## src/rtl/uart_tx_fifo.sv

```systemverilog
// uart_tx_fifo: buffered UART transmitter.
//   Words written through wr_en/wr_data are queued in a DEPTH-entry FIFO and
//   serialised on uart_tx as start bit, DATA_BITS data bits (LSB first),
//   optional even-parity bit, then STOP_BITS stop bits. Frames queued behind
//   one another go out back-to-back with no idle gap.
// Optional feature: define UART_TX_PARITY_EN to insert an even-parity bit after
//   the data bits. Without it there is no parity state and no parity logic.
// Ports:
//   clk       system clock, rising edge
//   rst       synchronous reset, active-high
//   wr_data   word to enqueue
//   wr_en     enqueue strobe, accepted only when full==0
//   full      FIFO holds DEPTH words (registered)
//   empty     FIFO holds no words (registered)
//   busy      shifter not idle, or FIFO not empty
//   overflow  sticky, set by wr_en while full
//   uart_tx   serial line, idle high (registered)
module uart_tx_fifo #(
    parameter int unsigned CLKS_PER_BIT = 104,
    parameter int unsigned DATA_BITS    = 8,
    parameter int unsigned STOP_BITS    = 1,
    parameter int unsigned DEPTH        = 16
) (
    input  logic                 clk,
    input  logic                 rst,
    input  logic [DATA_BITS-1:0] wr_data,
    input  logic                 wr_en,
    output logic                 full,
    output logic                 empty,
    output logic                 busy,
    output logic                 overflow,
    output logic                 uart_tx
);
    localparam int unsigned AW = $clog2(DEPTH);
    localparam int unsigned CW = AW + 1;
    localparam int unsigned BW = $clog2(CLKS_PER_BIT);
    localparam logic [BW-1:0] BaudReload = BW'(CLKS_PER_BIT - 1);
    localparam logic [3:0]    LastData   = 4'(DATA_BITS - 1);
    localparam logic [3:0]    LastStop   = 4'(STOP_BITS - 1);

    typedef enum logic [2:0] {
        StIdle,
        StStart,
        StData,
`ifdef UART_TX_PARITY_EN
        StParity,
`endif
        StStop
    } state_e;

    logic [DATA_BITS-1:0] mem [DEPTH];
    logic [AW-1:0]        wr_ptr, rd_ptr;
    logic [CW-1:0]        count, count_d;
    logic                 push, pop, last_tick;
    logic [DATA_BITS-1:0] head;

    state_e               state;
    logic [BW-1:0]        baud_cnt;
    logic [3:0]           bit_cnt;
    logic [DATA_BITS-1:0] shift;
`ifdef UART_TX_PARITY_EN
    logic                 parity;
`endif

    assign head      = mem[rd_ptr];
    assign push      = wr_en && !full;
    assign last_tick = (baud_cnt == '0);
    assign busy      = (state != StIdle) || !empty;

    // Pop either from idle, or at the final tick of the last stop bit so the
    // next start bit follows with no gap.
    always_comb begin
        pop = 1'b0;
        if (!empty) begin
            if (state == StIdle) begin
                pop = 1'b1;
            end else if (state == StStop && last_tick && bit_cnt == LastStop) begin
                pop = 1'b1;
            end
        end
    end

    always_comb begin
        count_d = count;
        if (push && !pop) begin
            count_d = count + 1'b1;
        end else if (!push && pop) begin
            count_d = count - 1'b1;
        end
    end

    always_ff @(posedge clk) begin
        if (push) begin
            mem[wr_ptr] <= wr_data;
        end
    end

    always_ff @(posedge clk) begin
        if (rst) begin
            wr_ptr   <= '0;
            rd_ptr   <= '0;
            count    <= '0;
            full     <= 1'b0;
            empty    <= 1'b1;
            overflow <= 1'b0;
        end else begin
            if (push) wr_ptr <= wr_ptr + 1'b1;
            if (pop)  rd_ptr <= rd_ptr + 1'b1;
            count <= count_d;
            full  <= (count_d == CW'(DEPTH));
            empty <= (count_d == '0);
            if (wr_en && full) overflow <= 1'b1;
        end
    end

    always_ff @(posedge clk) begin
        if (rst) begin
            state    <= StIdle;
            baud_cnt <= '0;
            bit_cnt  <= '0;
            shift    <= '0;
            uart_tx  <= 1'b1;
`ifdef UART_TX_PARITY_EN
            parity   <= 1'b0;
`endif
        end else begin
            unique case (state)
                StIdle: begin
                    uart_tx <= 1'b1;
                    if (pop) begin
                        shift    <= head;
`ifdef UART_TX_PARITY_EN
                        parity   <= ^head;
`endif
                        uart_tx  <= 1'b0;
                        baud_cnt <= BaudReload;
                        bit_cnt  <= '0;
                        state    <= StStart;
                    end
                end
                StStart: begin
                    if (last_tick) begin
                        uart_tx  <= shift[0];
                        baud_cnt <= BaudReload;
                        bit_cnt  <= '0;
                        state    <= StData;
                    end else begin
                        baud_cnt <= baud_cnt - 1'b1;
                    end
                end
                StData: begin
                    if (last_tick) begin
                        baud_cnt <= BaudReload;
                        if (bit_cnt == LastData) begin
                            bit_cnt <= '0;
`ifdef UART_TX_PARITY_EN
                            uart_tx <= parity;
                            state   <= StParity;
`else
                            uart_tx <= 1'b1;
                            state   <= StStop;
`endif
                        end else begin
                            bit_cnt <= bit_cnt + 1'b1;
                            shift   <= shift >> 1;
                            uart_tx <= shift[1];
                        end
                    end else begin
                        baud_cnt <= baud_cnt - 1'b1;
                    end
                end
`ifdef UART_TX_PARITY_EN
                StParity: begin
                    if (last_tick) begin
                        uart_tx  <= 1'b1;
                        baud_cnt <= BaudReload;
                        bit_cnt  <= '0;
                        state    <= StStop;
                    end else begin
                        baud_cnt <= baud_cnt - 1'b1;
                    end
                end
`endif
                StStop: begin
                    if (last_tick) begin
                        baud_cnt <= BaudReload;
                        if (bit_cnt == LastStop) begin
                            bit_cnt <= '0;
                            if (pop) begin
                                shift   <= head;
`ifdef UART_TX_PARITY_EN
                                parity  <= ^head;
`endif
                                uart_tx <= 1'b0;
                                state   <= StStart;
                            end else begin
                                state   <= StIdle;
                            end
                        end else begin
                            bit_cnt <= bit_cnt + 1'b1;
                        end
                    end else begin
                        baud_cnt <= baud_cnt - 1'b1;
                    end
                end
                default: state <= StIdle;
            endcase
        end
    end

endmodule

```

## config.mk

```make
export PLATFORM = sky130hd
export DESIGN_NAME = uart_tx_fifo
export DESIGN_NICKNAME = d
export VERILOG_FILES = /design/src/rtl/uart_tx_fifo.sv
export SDC_FILE = /design/constraint.sdc
export NUM_CORES = 1
export LEC_CHECK = 0
export ABC_AREA = 0
export BUFFER_PORTS_ARGS = -buffer_cell sky130_fd_sc_hd__buf_2
export CAP_MARGIN = 10
export CORE_ASPECT_RATIO = 0.75
export CORE_MARGIN = 5
export CORE_UTILIZATION = 35
export DETAILED_ROUTE_END_ITERATION = 16
export GPL_ROUTABILITY_DRIVEN = 0
export GPL_TIMING_DRIVEN = 0
export PLACE_DENSITY = 0.52
export SYNTH_ARGS = -nofsm -noshare
export SYNTH_HDL_FRONTEND = slang
export SYNTH_SLANG_ARGS = --single-unit
```

## constraint.sdc

```tcl
create_clock -name clk -period 4.77 [get_ports clk]
set_clock_uncertainty 0.05 [all_clocks]
set_input_delay 0.477 -clock clk [delete_from_list [all_inputs] [get_ports clk]]
set_output_delay 0.477 -clock clk [all_outputs]
set_load 0.005 [all_outputs]
```

==> results summary, run 1 <==
The depth of the CTS H-tree is 4. The clock passes through at most 2 buffers. Across all hold checks on the routed design, the worst slack comes to 0.274 ns.

The number of pins exceeding their max-slew limit in the final report came out at 0. Power spread over the standard cell area amounts to 517 mW/mm^2. The internal power component is 3.03 mW. The data arrival at the endpoint of the critical path came out at 2.85 ns. Measured along the x axis, the die boundary spans 175 um. The detailed router placed 3924 vias in this run. The cell sitting at the root of the clock tree is a clkbuf_16. The average size of a mapped cell came out at 15.5 um^2. The post-route netlist has 22.5% of its cells at a drive strength greater than 1. The worst hold path terminates at overflow. The max-capacitance violation count came out at 0. Net switching is 28.4% of the power. The flow ran to the end, and the final reports show no timing, DRC or antenna violations. For this block, the initial DRC count from the detailed router was 313. The height of the chip came out at 134 um. TritonCTS built the clock tree. The number of nets with antenna violations after detailed routing came out at 0. The min-delay analysis places its worst path in the category input port to flop. The fraction of the cycle the final worst path needs came out at 54.4%. The number of failing setup endpoints in the final timing report came out at 0. The placement row count is 45.

The register area share after synthesis came out at 65.6%. The worst-case IR drop observed on VDD is 0.230 mV. Entering global routing, the biggest net connects 17 pins. Once the floorplan was initialized, standard cells occupied 35.5% of the core. The filler cell count in the final layout is 1823. The clock slew at the register clock pins of the worst setup and hold paths came out at 0.06 ns. By startpoint and endpoint, the worst setup path is classified as flop to flop. The worst setup path is launched from a flop. The quantity of hold-fixing buffers added after cts came out at 0. For this run, the leading register cell type out of synthesis is edfxtp_1. The number of cells traversed by the worst hold path is 3. The number of global-route vias before repair came out at 3918. The core utilization of the finished layout is 40.6%.

The netlist uses 58 different library cells. The total track usage came out at 13.2%. The placed standard-cell area is 0.00756 mm^2. The count of input and output buffers is 14. During synthesis, Yosys emitted a total of 0 warnings. The switching component of the power came out at 1.20 mW.

The first-pass GRT wire length came out at 23100 um. The number of antenna violations at the first check in global routing came out at 0. The max-slew headroom at the worst pin came out at 29.3%. The share of Yosys cell area claimed by the top area cell type is 53.8%. The insertion delay to the later sink of the worst-skew pair is 0.42 ns. For the worst flop-to-flop path, the logic depth is 6. After detailed routing, the number of vias per cell comes to 5.13. The synthesized net count came out at 487. During I/O placement, the number of pins put on the boundary was 16. The register-to-register setup slack is 2.17 ns. After floorplanning, the core was sized to cover 0.0202 mm^2. The wire length reported by the detailed router is 14800 um. STA classifies the critical path endpoint as a flop. The clock network fraction of total power came out at 33.6%. After synthesis, the cell types taking the most area are edfxtp_1 (54%), dfxtp_1 (12%), mux4_2 (10%), ha_1 (2.6%), nor2_1 (2.2%). Setup repair after global routing left no endpoint under its margin. The number of optimization iterations in the first detailed-route pass is 5.

The area growth from synthesis to final layout is 14.4%. The portion of total power attributed to sequential cells came out at 42.8%. Of all nets on the critical path, the largest fanout is 10. The net count of the finished layout is 520. In this run the post-CTS setup repair buffer count came out at 0.

The number of resized instances in the post-cts repair step came out at 0. After routing the design area is 0.00818 mm^2. The total clock buffers created by CTS is 17.

The overall die area came out at 0.0234 mm^2. The number of inserted diodes came out at 0. In this run, synthesis produced a sequential element count of 170. The wire-length estimate of the detail-placed layout is 9820 um. The combinational cell fraction of total power came out at 23.7%. For the pin with the worst max-slew slack, the measured transition is 1.06 ns.

Counting flops with an async set or reset pin after synthesis yields a share of 0%. In this run the critical register-to-register path is captured at shift[6]. The count of flip-flops with a built-in enable after synthesis came out at 128.

The standby leakage power is 2.74 nW. The maximum clock frequency came out at 385 MHz. The data required time at the worst endpoint is 5.02 ns. The synthesized netlist cell count is 461. The post-route DRC violation count is 0. For this design, the sink count on the clock tree is 170.

For this run the aggregate overflow at the end of global routing stands at 0. The total count of hold-check failures in the final report is 0. The instance count after placement with tap cells included came out at 733. Summed over all instances, the cell type with the most area after synthesis is edfxtp_1. For the finished layout, the period the worst path requires is 2.60 ns. The synthesized cell area came out at 0.00715 mm^2. The count of non-filler cells in the finished layout came out at 765.

In the final routed layout, each cell accounts on average for 19.4 um. For the final routed database, the setup TNS stands at 0 ns. The startpoint identified for the worst hold timing path is wr_en.
-- metrics by stage --
step | power [mW] | setup WS, ns
after floorplan | 2.59 | 2.59
final | 4.23 | 2.17
after detailed placement | 2.84 | 2.05
after CTS | 4.27 | 2.17
after global placement | 2.82 | 1.75
after global routing | 4.44 | 2.02
-- power by group through the flow --
stage          clock network [mW]  logic (mW)  registers [mW]
2_1_floorplan                   0       0.772            1.82
3_3_place_gp                    0       0.986            1.83
3_5_place_dp                    0        1.01            1.84
4_1_cts                      1.45        1.01            1.81
5_1_grt                      1.51        1.11            1.82
6_report                     1.42        1.00            1.81
-- worst max path at each step --
stage | to
floorplan | mem[3][0]
global placement | mem[2][5]
detailed placement | mem[4][5]
CTS | shift[6]
global route | shift[6]
finish | shift[6]
-- Yosys cell counts, drive strengths merged, types with 7 or more instances --
| cell | n |
|---|---|
| a211oi | 8 |
| inv | 15 |
| clkbuf | 11 |
| mux2i | 10 |
| nor3 | 8 |
| mux4 | 32 |
| xor2 | 7 |
| dfxtp | 42 |
| nand2 | 16 |
| mux2 | 8 |
| o21ai | 9 |
| a21oi | 26 |
| nor2 | 42 |
| buf | 10 |
| a22o | 8 |
| o22ai | 10 |
| ha | 15 |
| edfxtp | 128 |
-- layout make-up --
cell class	count	area, um^2	share of cell area (%)
Clock inverter	10	110	1.35
Multi-Input combinational cell	255	2300	28.1
Inverter	15	56.3	0.689
Sequential cell	170	4680	57.3
Tap cell	258	323	3.95
Buffer	21	125	1.53
Timing Repair Buffer	14	70.1	0.857
Clock buffer	22	508	6.21
-- layout by cell type, fill, tap and decap left out, drive strengths merged, types with 6 or more instances in the layout --
| master | count |
|---|---|
| o22ai | 10 |
| clkbuf | 33 |
| inv | 17 |
| dfxtp | 42 |
| nor2 | 42 |
| a211oi | 8 |
| mux2i | 10 |
| buf | 24 |
| xor2 | 7 |
| o21ai | 9 |
| a21oi | 26 |
| mux2 | 8 |
| nor3 | 8 |
| ha | 15 |
| nand2 | 16 |
| mux4 | 32 |
| edfxtp | 128 |
| clkinv | 6 |
| a22o | 8 |
-- state kept, by name (all words and copies together), names as in the netlist, named ones only --
name,cells
uart_tx,1
overflow,1
rd_ptr,4
shift,8
wr_ptr,4
empty,1
count,5
bit_cnt,4
full,1
baud_cnt,7
state,2
mem,128
-- worst max-delay path, cell delays in order (launching register included) --
cell and delay (ns):
dfxtp_1 0.31, clkbuf_1 0.36, clkbuf_1 0.69, mux4_2 0.41, mux2i_1 0.30, a21oi_1 0.11
a22o_1 0.25
-- metal layers --
| layer | GRT usage [%] | vias up | share of wire, % |
|---|---|---|---|
| li1 | - | 1844 | - |
| met1 | 19.4 | 1994 | 49 |
| met2 | 19.5 | 71 | 45 |
| met3 | 2.98 | 15 | 4.1 |
| met4 | 3.92 | 0 | 1.2 |
| met5 | 0 | - | 0 |
-- kinds of logic (layout without fill, tap and decap cells) --
family                     Yosys count  after routing  share of synthesized area (%)
muxes                               50             50                           12.7
DFF                                170            170                           65.6
xor gates and xnor gates            12             12                           1.47
adders and majority gates           15             15                           2.63
AOI/OAI and AO/OA                   74             74                           6.92
buffers and inverters               36             82                           2.54
and+or+nand+nor                    104            104                           8.14
Note: power is estimated with default switching activity, not from simulation.
==> run 2, diff against run 1 <==
--- a/config.mk
+++ b/config.mk
@@ -5,7 +5,7 @@
 export SDC_FILE = /design/constraint.sdc
 export NUM_CORES = 1
 export LEC_CHECK = 0
-export ABC_AREA = 0
+export ABC_AREA = 1
 export BUFFER_PORTS_ARGS = -buffer_cell sky130_fd_sc_hd__buf_2
 export CAP_MARGIN = 10
 export CORE_ASPECT_RATIO = 0.75
==> constraint.sdc (replaced) <==
create_clock -name clk -period 2.4 [get_ports clk]
set_clock_uncertainty 0.05 [all_clocks]
set_input_delay 0.24 -clock clk [delete_from_list [all_inputs] [get_ports clk]]
set_output_delay 0.24 -clock clk [all_outputs]
set_load 0.005 [all_outputs]
==> results summary, run 2 <==
Setup repair after global routing could not meet its margin everywhere. The mean number of vias per cell is 5.07 (-1.1%). The overall die area is 0.0237 mm^2 (+1.4%). The placement row count is 45 (unchanged).

Leaving out fill and tap cells, the most frequent cell in the layout is edfxtp_1. The height of the chip is 135 um (+0.68%). By count the netlist is led by edfxtp_1 (128), nor2_1 (115), o21ai_0 (76). The core region area is 0.0203 mm^2 (+0.84%). The number of optimization iterations in the first detailed-route pass came out at 5 (unchanged). The critical path startpoint is wr_en.

The depth of the CTS H-tree came to 4 (unchanged). The most common flop cell mapped by yosys is edfxtp_1. The critical path class is input port to flop. In the post-synthesis netlist, the cell with the most instances is edfxtp_1.

The number of global-route vias before repair was 4921 (+26%). The power density over the cells came out at 1140 mW/mm^2 (+120%). The share of Yosys cell area claimed by the top area cell type is 53.0% (-0.78 points).

The startpoint identified for the worst register-to-register timing path is full. The register area share after synthesis came out at 64.6% (-0.95 points). The standby leakage power is 2.99 nW (+9.4%).

The largest total area in the synthesized netlist belongs to edfxtp_1. The maximum clock path buffer count came out at 2 (unchanged). The count of non-filler cells in the finished layout is 1021 (+33%).

The post-CTS setup-driven buffer insertion count is 0 (unchanged). The synthesized-area fraction occupied by xor and xnor cells is 0.725% (-0.75 points). The share of flip-flops with an asynchronous set or reset came out at 0% (unchanged). The max-capacitance violation count is 0 (unchanged). The count of flip-flops with a built-in enable after synthesis came out at 128 (unchanged). The worst setup path is captured at a flop. The insertion delay to the later sink of the worst-skew pair is 0.44 ns (+0.02 ns). The share of cells above drive strength 1 was 9.74% (-13 points).

The fraction of the cycle the final worst path needs came out at 97.8%. The DRC marker count from the first detailed-route iteration came out at 447 (+43%). The post-synthesis compound-gate area fraction is 11.5% (+4.6 points). The count of different cell masters after synthesis came out at 38 (-34%). The post-route DRC violation count is 0 (unchanged). The synthesized-area fraction occupied by adder cells came out at 2.59% (-0.038 points). The critical-path maximum fanout was 9 (-1). The maximum clock frequency is 426 MHz. The maximum number of pins on one net before global-route repair is 17 (unchanged).

The data arrival at the endpoint of the critical path came out at 2.35 ns (-0.50 ns). The die width is 176 um (+0.69%). The number of inserted diodes came out at 0 (unchanged).

The first-pass GRT wire length is 28200 um (+22%). The synthesized cell area was 0.00725 mm^2 (+1.5%). The number of flip-flops in the largest register came out at 128 (unchanged). The post-layout net count was 752 (+45%). The number of primary I/O pins was 16 (unchanged). The mux share of post-synthesis cell area came out at 0% (-13 points). The pin slew with the least headroom to its limit is 1.02 ns (-0.0337 ns).

The cell sitting at the root of the clock tree is a clkbuf_16. The dominant combinational cell family by area after synthesis is simple AND/OR/NAND/NOR gates. The number of nets with antenna violations after detailed routing came to 0 (unchanged).

The fraction of the mapped netlist area in simple logic gates was 15.6% (+7.5 points). The effective utilization at floorplan came out at 35.7% (+0.22 points). In this run the worst hold path is classified as input port to flop. STA classifies the critical path startpoint as an input port.

The synthesized netlist cell count came out at 692 (+50%). The vias after detailed routing came to 5181 (+32%). The total track usage came out at 15.7% (+2.5 points). The register-to-register setup slack came out at 0.16 ns (-2.01 ns). In the post-synthesis netlist, the biggest area contributors are edfxtp_1 (53%), dfxtp_1 (12%), nor2_1 (6.0%), o21ai_0 (5.2%), nand2_1 (3.7%).

The total clock buffers created by CTS is 17 (unchanged). The number of clock sinks seen by CTS came to 170 (unchanged). In the layout the commonest cells are edfxtp_1 (128), nor2_1 (112), o21ai_0 (76). The data required time at the worst endpoint came out at 2.40 ns (-2.62 ns). The clock slew at the register clock pins of the worst setup and hold paths is 0.06 ns (about the same). The post-route minimum period came out at 2.35 ns.

The synthesized net count was 718 (+47%). The flip-flop and latch count after synthesis is 170 (unchanged). The total count of hold-check failures in the final report came to 0 (unchanged). The run finished with clean final reports. The Yosys warning count was 0 (unchanged). In the final layout, the registers with the most flip-flops are mem x128, shift x8, baud_cnt x7. The max-slew headroom at the worst pin came to 31.5% (+2.3 points). The final routed wire length divided by cell count came out at 17.9 um (-7.5%). The HPWL after detailed placement came out at 12700 um (+30%).

The count of input and output buffers is 14 (unchanged). In this run the worst setup path terminates at mem[14][3]. The number of antenna violations at the first check in global routing came to 1 (+1).

The number of failing setup endpoints in the final timing report is 0 (unchanged). The number of cell instances on the worst register-to-register path came out at 5 (-1). The maximum vdd ir drop is 0.566 mV (+150%). The wire length reported by the detailed router came to 18300 um (+23%). More flip-flops sit in one register than any other, and that register is mem. The global-route congestion overflow total is 0 (unchanged). The average size of a mapped cell is 10.5 um^2 (-32%). The tightest hold margin is 0.135 ns (-0.139 ns). The number of pins exceeding their max-slew limit in the final report is 0 (unchanged). The area growth from synthesis to final layout is 14.3% (about the same).

The instance count after placement with tap cells included is 988 (+35%). The endpoint identified for the worst register-to-register timing path is mem[14][3]. The CTS tree is built.
[run 2: layout make-up]
class | count | area (um^2)
plain buffers | 30 | 140
clock buffers | 17 | 425
multi-input cells | 434 | 2220
clock inverters | 15 | 174
well taps | 282 | 353
inverters | 58 | 218
fillers | 1934 | 12000
repair buffers | 15 | 80.1
flip-flops and latches | 170 | 4680
[run 2: per-layer routing]
metal,track usage [%],part of all wire (%)
met1,23.4,51
met2,23.2,42
met3,3.11,5.1
met4,4.68,1.6
met5,0,0.071
[run 2: worst min path at each step]
stage | start | to | slack, ns | cells past startpoint
after global placement | overflow | overflow | 0.40 | 2
after global routing | wr_data[3] | mem[2][3] | 0.14 | 1
after CTS | wr_data[3] | mem[7][3] | 0.12 | 1
final | wr_data[3] | mem[4][3] | 0.13 | 1
after detailed placement | overflow | overflow | 0.41 | 2
after floorplan | wr_data[0] | mem[0][0] | 0.29 | 0
[run 2: power breakdown]
part,internal (mW),total (mW),switching (mW)
combinational,1.01,3.07,2.07
clock,1.64,2.80,1.17
sequential,3.43,3.61,0.176
[run 2: through the flow]
step	instance area [um^2]	total power [mW]	util (%)	setup TNS, ns	worst slack (ns)
floorplan	7250	5.84	-	0	0.669
global placement	7670	6.65	37.8	0	0.187
detailed placement	7670	6.71	37.8	0	0.153
CTS	8280	9.49	40.8	0	0.0769
global route	8290	10.1	40.8	-0.730	-0.0515
finish	8290	9.49	40.8	0	0.0526
[run 2: cell families (layout without fill, tap and decap cells)]
kind of cell / count (synthesis) / in the layout
AND/OR/NAND/NOR: 261 / 261
buffers and inverters: 88 / 135
flip-flops: 170 / 170
AO/OA/AOI/OAI: 152 / 152
XOR/XNOR: 6 / 6
adder cells (fa/ha/maj): 15 / 15
[run 2: critical path, stage by stage]
cell           delay, ns
dlygate4sd3_1       0.52
buf_2               0.11
inv_1               0.03
or2_1               0.19
buf_2               0.18
inv_2               0.14
nand2_1             0.15
nor2_1              0.79
[run 2: what timing repair did]
item / 4_1_cts / 5_1_grt
endpoints found under the setup margin: 0 / 32
gates resized for setup: 0 / 3
hold buffers: 1 / 0
hold endpoints to repair: 1 / 0
